$ cat config.mk
export PLATFORM = sky130hd
export DESIGN_NAME = spi_slave_tx_flat
export DESIGN_NICKNAME = d
export VERILOG_FILES = /design/src/rtl/spi_slave_tx_if.sv /design/src/rtl/spi_slave_tx.sv /design/src/flat_wrapper.sv
export SDC_FILE = /design/constraint.sdc
export NUM_CORES = 1
export LEC_CHECK = 0
export ABC_AREA = 1
export BUFFER_PORTS_ARGS = -buffer_cell sky130_fd_sc_hd__buf_2
export CAP_MARGIN = 20
export CORE_MARGIN = 2
export CORE_UTILIZATION = 61
export DETAILED_ROUTE_END_ITERATION = 10
export GPL_TIMING_DRIVEN = 0
export PLACE_DENSITY_LB_ADDON = 0.25
export SYNTH_ARGS = -nofsm -noshare
export SYNTH_HDL_FRONTEND = slang
export SYNTH_SLANG_ARGS = --single-unit
$ cat constraint.sdc
create_clock -name clk -period 5.2 [get_ports clk]
set_clock_uncertainty 0.15 [all_clocks]
set_input_delay 1.04 -clock clk [delete_from_list [all_inputs] [get_ports clk]]
set_output_delay 1.04 -clock clk [all_outputs]
set_load 0.05 [all_outputs]
$ cat src/rtl/spi_slave_tx_if.sv
// Handshake and SPI pin bundle for spi_slave_tx.
// The slave modport is the transmitter's view; the master modport is the SPI master and load side.
interface spi_slave_tx_if #(
  parameter int unsigned WIDTH = 12
) ();
  logic             newd;
  logic [WIDTH-1:0] din;
  logic             ready;
  logic             sclk;
  logic             cs;
  logic             miso;
  logic             busy;
  logic             done;
  logic             underrun;
  logic             abort;

  modport slave (
    input  newd, din, sclk, cs,
    output ready, miso, busy, done, underrun, abort
  );

  modport master (
    output newd, din, sclk, cs,
    input  ready, miso, busy, done, underrun, abort
  );
endinterface

$ cat src/rtl/spi_slave_tx.sv
// SPI slave transmitter: shifts a held word out on miso, LSB first, with sclk/cs oversampled
// on the system clock. Words are loaded through a newd/ready handshake into a holding register.
module spi_slave_tx #(
  parameter int unsigned WIDTH       = 12,
  parameter int unsigned SYNC_STAGES = 2
) (
  input logic           clk,
  input logic           rst,
  spi_slave_tx_if.slave bus
);

  localparam int unsigned CntW = $clog2(WIDTH + 1);

  typedef enum logic [1:0] {StIdle, StShift, StWaitCs} state_e;

  logic [SYNC_STAGES-1:0] sclk_sync_q, cs_sync_q;
  logic                   sclk_prev_q, cs_prev_q;
  logic [SYNC_STAGES:0]   settle_q;
  state_e                 state_q;
  logic [WIDTH-1:0]       hold_q;
  logic [WIDTH-2:0]       shreg_q;
  logic                   full_q;
  logic [CntW-1:0]        cnt_q;
  logic                   ready_q, miso_q, busy_q, done_q, underrun_q, abort_q;

  logic settled, sclk_s, cs_s;
  logic sclk_rise, sclk_fall, cs_rise, cs_fall, last_bit;

  // Edges count only once the pipeline holds real pin samples, so a cs that is already low
  // when reset is released does not look like a fall.
  assign settled   = settle_q[SYNC_STAGES];
  assign sclk_s    = sclk_sync_q[SYNC_STAGES-1];
  assign cs_s      = cs_sync_q[SYNC_STAGES-1];
  assign sclk_rise = settled & sclk_s & ~sclk_prev_q;
  assign sclk_fall = settled & ~sclk_s & sclk_prev_q;
  assign cs_rise   = settled & cs_s & ~cs_prev_q;
  assign cs_fall   = settled & ~cs_s & cs_prev_q;
  assign last_bit  = (cnt_q == CntW'(WIDTH - 1));

  always_ff @(posedge clk) begin
    if (!rst) begin
      sclk_sync_q <= '0;
      cs_sync_q   <= '1;
      sclk_prev_q <= 1'b0;
      cs_prev_q   <= 1'b1;
      settle_q    <= '0;
      state_q     <= StIdle;
      hold_q      <= '0;
      shreg_q     <= '0;
      full_q      <= 1'b0;
      cnt_q       <= '0;
      ready_q     <= 1'b1;
      miso_q      <= 1'b0;
      busy_q      <= 1'b0;
      done_q      <= 1'b0;
      underrun_q  <= 1'b0;
      abort_q     <= 1'b0;
    end else begin
      sclk_sync_q <= {sclk_sync_q[SYNC_STAGES-2:0], bus.sclk};
      cs_sync_q   <= {cs_sync_q[SYNC_STAGES-2:0], bus.cs};
      sclk_prev_q <= sclk_s;
      cs_prev_q   <= cs_s;
      settle_q    <= {settle_q[SYNC_STAGES-1:0], 1'b1};
      done_q      <= 1'b0;
      underrun_q  <= 1'b0;
      abort_q     <= 1'b0;

      // ready_q is low whenever full_q is set, so a load never collides with the move below.
      if (bus.newd && ready_q) begin
        hold_q  <= bus.din;
        full_q  <= 1'b1;
        ready_q <= 1'b0;
      end

      unique case (state_q)
        StIdle: begin
          if (cs_fall) begin
            busy_q  <= 1'b1;
            cnt_q   <= '0;
            state_q <= StShift;
            if (full_q) begin
              shreg_q <= hold_q[WIDTH-1:1];
              miso_q  <= hold_q[0];
              full_q  <= 1'b0;
              ready_q <= 1'b1;
            end else begin
              shreg_q    <= '0;
              miso_q     <= 1'b0;
              underrun_q <= 1'b1;
            end
          end
        end
        StShift: begin
          if (sclk_rise && last_bit) begin
            // A cs rise seen together with the final rise still completes the frame.
            cnt_q  <= cnt_q + CntW'(1);
            done_q <= 1'b1;
            miso_q <= 1'b0;
            if (cs_rise) begin
              busy_q  <= 1'b0;
              state_q <= StIdle;
            end else begin
              state_q <= StWaitCs;
            end
          end else if (cs_rise) begin
            abort_q <= 1'b1;
            busy_q  <= 1'b0;
            miso_q  <= 1'b0;
            state_q <= StIdle;
          end else if (sclk_rise) begin
            cnt_q <= cnt_q + CntW'(1);
          end else if (sclk_fall) begin
            miso_q  <= shreg_q[0];
            shreg_q <= shreg_q >> 1;
          end
        end
        StWaitCs: begin
          miso_q <= 1'b0;
          if (cs_rise) begin
            busy_q  <= 1'b0;
            state_q <= StIdle;
          end
        end
        default: state_q <= StIdle;
      endcase
    end
  end

  assign bus.ready    = ready_q;
  assign bus.miso     = miso_q;
  assign bus.busy     = busy_q;
  assign bus.done     = done_q;
  assign bus.underrun = underrun_q;
  assign bus.abort    = abort_q;

endmodule
$ cat src/flat_wrapper.sv
// flat-port wrapper written by rule: the top's interface ports become plain ports
module spi_slave_tx_flat 
#(
  parameter int unsigned WIDTH       = 12,
  parameter int unsigned SYNC_STAGES = 2
)
  (clk, rst, bus_newd, bus_din, bus_sclk, bus_cs, bus_ready, bus_miso, bus_busy, bus_done, bus_underrun, bus_abort);
  spi_slave_tx_if #(.WIDTH(WIDTH)) bus_i ();
  input logic clk;
  input logic rst;
  input wire logic [$bits(bus_i.newd)-1:0] bus_newd;
  input wire logic [$bits(bus_i.din)-1:0] bus_din;
  input wire logic [$bits(bus_i.sclk)-1:0] bus_sclk;
  input wire logic [$bits(bus_i.cs)-1:0] bus_cs;
  output wire logic [$bits(bus_i.ready)-1:0] bus_ready;
  output wire logic [$bits(bus_i.miso)-1:0] bus_miso;
  output wire logic [$bits(bus_i.busy)-1:0] bus_busy;
  output wire logic [$bits(bus_i.done)-1:0] bus_done;
  output wire logic [$bits(bus_i.underrun)-1:0] bus_underrun;
  output wire logic [$bits(bus_i.abort)-1:0] bus_abort;
  assign bus_i.newd = bus_newd;
  assign bus_i.din = bus_din;
  assign bus_i.sclk = bus_sclk;
  assign bus_i.cs = bus_cs;
  assign bus_ready = bus_i.ready;
  assign bus_miso = bus_i.miso;
  assign bus_busy = bus_i.busy;
  assign bus_done = bus_i.done;
  assign bus_underrun = bus_i.underrun;
  assign bus_abort = bus_i.abort;
  spi_slave_tx #(.WIDTH(WIDTH), .SYNC_STAGES(SYNC_STAGES)) u_core (.clk(clk), .rst(rst), .bus(bus_i));
endmodule
==> run_results.csv <==
group,metric,value,unit
die,start_util,63.2,%
critical_path,startpoint_type,"flop",
clock_tree,clkSinkCount,45,
critical_path,required,4010,ps
timing,tightest_slew,454,ps
pwr,leakagePower,0.998,nW
clock_tree,cts-root-buf,"clkbuf_4",
clock_tree,clk_pin_slew,120,ps
synthesis,synth.largest_area_cell,"dfxtp_1",
final_layout,n_fill_cell,286,
final_layout,area_growth,11.4,%
grt,gr-usage-all-layers,23.2,%
routing,vias,1639,
synthesis,netlist_area,1910,sq um
critical_path,crit_arrival,990,ps
grt,gr-total-overflow,0,
final_layout,fin_util,70.4,%
timing,period_needed,2180,ps
timing,rsz0062_at_grt,"false",
synthesis,yosys_warnings,0,
die,core,3030,sq um
synthesis,synth_area_per_cell,7.48,sq um
timing,period_share,41.9,%
clock_tree,clk_latency,360,ps
clock_tree,ctsHoldBuffers,0,
grt,grt_start_max_net_pins,14,
routing,wire_per_inst,10.9,um
grt,antenna_found_initial,0,
final_layout,fin_nets,307,
timing,relSlewSlack,69.8,%
critical_path,cpPeakStageDelay,360,ps
critical_path,crit_path_top_delay_cell,"dfxtp_1",
timing,fin_tns_setup,0,ps
clock_tree,tritoncts,"done",
synthesis,synth_cells,256,
synthesis,syn_nets,278,
clock_tree,cts-resized-gates,0,
critical_path,critPathTopFamily,"flip-flops",
clock_tree,h-tree-depth,2,
synthesis,ys_types,25,
routing,routed_wl,3610,um
timing,max_freq,0.459,GHz
job,maxCapViolCount,0,
die,dieWidth,60.0,um
critical_path,crit_chain,"buf_2",
final_layout,multi_input_area,845,sq um
run_status,status,"finished, final reports clean",
critical_path,cp-end-kind,"output pin",
pwr,irDropWorstVdd,0.211,mV
synthesis,ys_seq_area_share,47.1,%
routing,drcViolationCount,0,
clock_tree,cts_buffers,5,
routing,ant_nets,0,
pwr,powerDensity,317,nW/um^2
die,ioPinCount,23,
pwr,clock_power_share,23.9,%
grt,grt_pass1_wl,6130,um
routing,vias_per_cell,4.97,
die,die_h,60.0,um
timing,hold_viol_final,0,
timing,final-setup-viol-count,0,
placement,globalplace.congestion,0.891,
pwr,switching_share,29.9,%
synthesis,ys_top_cells_by_area,"dfxtp_1, nor2_1, nand2_1",
final_layout,antenna_cells,0,
pwr,switchingPower,202,uW
critical_path,critical_path_buf_inv_count,1,
clock_tree,postCtsSetupRepairBufs,0,
critical_path,r2r_slack,3310,ps
placement,port_buffers,22,
pwr,comb_power_share,18.5,%
routing,first_pass_iters,4,
pwr,pwr-share-seq,57.6,%
final_layout,drive_gt1_share,15.4,%
critical_path,path_class,"reg2out",
routing,drt_iter0_markers,83,
synthesis,ys_seq_elements,45,
die,rows,20,
die,die-area,3600,sq um
grt,grt_pass1_vias,1444,
synthesis,synth_top_area_share,47.1,%
min_path,min_path_type,"reg2reg",
final_layout,regArea,901,sq um
clock_tree,clk_path_buf_depth,2,
timing,slew_violations,0,
placement,hpwl,2630,um
critical_path,critPathMaxFanout,3,
pwr,internal_power,474,uW
==> kinds of logic (layout without fill, tap and decap cells) <==
| group | Yosys count | after routing | synth area share (%) |
|---|---|---|---|
| AND/OR/NAND/NOR | 119 | 119 | 25.4 |
| AO/OA/AOI/OAI | 47 | 47 | 15.0 |
| flip-flops | 45 | 45 | 47.1 |
| buffers and inverters | 39 | 69 | 8.82 |
| adder cells (fa/ha/maj) | 5 | 5 | 3.27 |
| XOR/XNOR | 1 | 1 | 0.458 |
==> stage by stage <==
| step | cells | instance area, sq um | hold WS [ps] | worst slack [ps] | total power [mW] |
|---|---|---|---|---|---|
| after detailed placement | 322 | 2080 | 251 | 2880 | 0.522 |
| after floorplan | 256 | 1910 | 240 | 3280 | 0.491 |
| after CTS | 330 | 2130 | 277 | 3000 | 0.681 |
| after global routing | 330 | 2130 | 290 | 2960 | 0.721 |
| after global placement | 322 | 2080 | 242 | 2900 | 0.518 |
| final | 330 | 2130 | 275 | 3020 | 0.676 |
==> flip-flops by register name, indices dropped and copies added (netlist names), 2 cells and up <==
| signal | count |
|---|---|
| u_core.sclk_sync_q | 2 |
| u_core.shreg_q | 11 |
| u_core.cnt_q | 4 |
| u_core.cs_sync_q | 2 |
| u_core.state_q | 2 |
| u_core.settle_q | 3 |
| u_core.hold_q | 12 |
==> path summary, 6_finish.rpt <==
kind,start,endpoint,cells past startpoint
worst max-delay path,u_core.bus.ready$_SDFF_PN1_,bus_ready,1
worst min-delay path,u_core.sclk_sync_q[0]$_SDFF_PN0_,u_core.sclk_sync_q[1]$_SDFF_PN0_,2
worst max register to register,u_core.state_q[1]$_SDFFE_PN0P_,u_core.shreg_q[3]$_SDFFE_PN0P_,12
worst min register to register,u_core.sclk_sync_q[0]$_SDFF_PN0_,u_core.sclk_sync_q[1]$_SDFF_PN0_,2
==> power groups by stage <==
stage | Sequential (mW) | Combinational, mW | Clock (mW)
floorplan | 0.399 | 0.0917 | 0
global placement | 0.397 | 0.122 | 0
detailed placement | 0.397 | 0.125 | 0
CTS | 0.389 | 0.125 | 0.166
global route | 0.393 | 0.144 | 0.184
finish | 0.389 | 0.125 | 0.162
==> synthesized netlist by cell type <==
library cell	count
nor2_1	69
dfxtp_1	45
nand2_1	29
inv_1	25
o21ai_0	17
nand3_1	12
a22o_1	10
o21ai_1	9
a21oi_1	6
clkbuf_1	5
ha_1	5
buf_2	3
inv_2	3
or2_2	3
buf_6	2
nand2_2	2
nor3_1	2
o21bai_1	2
buf_4	1
nand4_1	1
nor2_4	1
o211ai_1	1
o21ai_2	1
o31ai_1	1
xnor2_1	1
==> final cells by class <==
cell class	count	area share (%)
Sequential cell	45	42.3
Multi-Input combinational cell	172	39.6
Timing Repair Buffer	22	5.16
Inverter	28	4.93
Buffer	11	2.99
Tap cell	44	2.58
Clock buffer	7	2.11
Clock inverter	1	0.352
==> layer usage <==
layer	up-vias	track usage (%)	share of wire, %	wire, um
li1	873	-	-	-
met1	734	31.6	51	1850
met2	26	34.9	43	1560
met3	6	6.49	3.8	137
met4	0	8.57	1.6	56
met5	-	0	0	0
==> cells in the final DEF, fill, tap and decap left out, types with 5 or more instances in the layout <==
cell      instances
a21oi_1           6
a22o_1           10
inv_1            25
nand2_1          29
clkbuf_1          7
buf_2            25
clkbuf_4          5
dfxtp_1          45
o21ai_1           9
nand3_1          12
o21ai_0          17
nor2_1           69
ha_1              5
No activity file was read; power rests on OpenSTA's default activity.
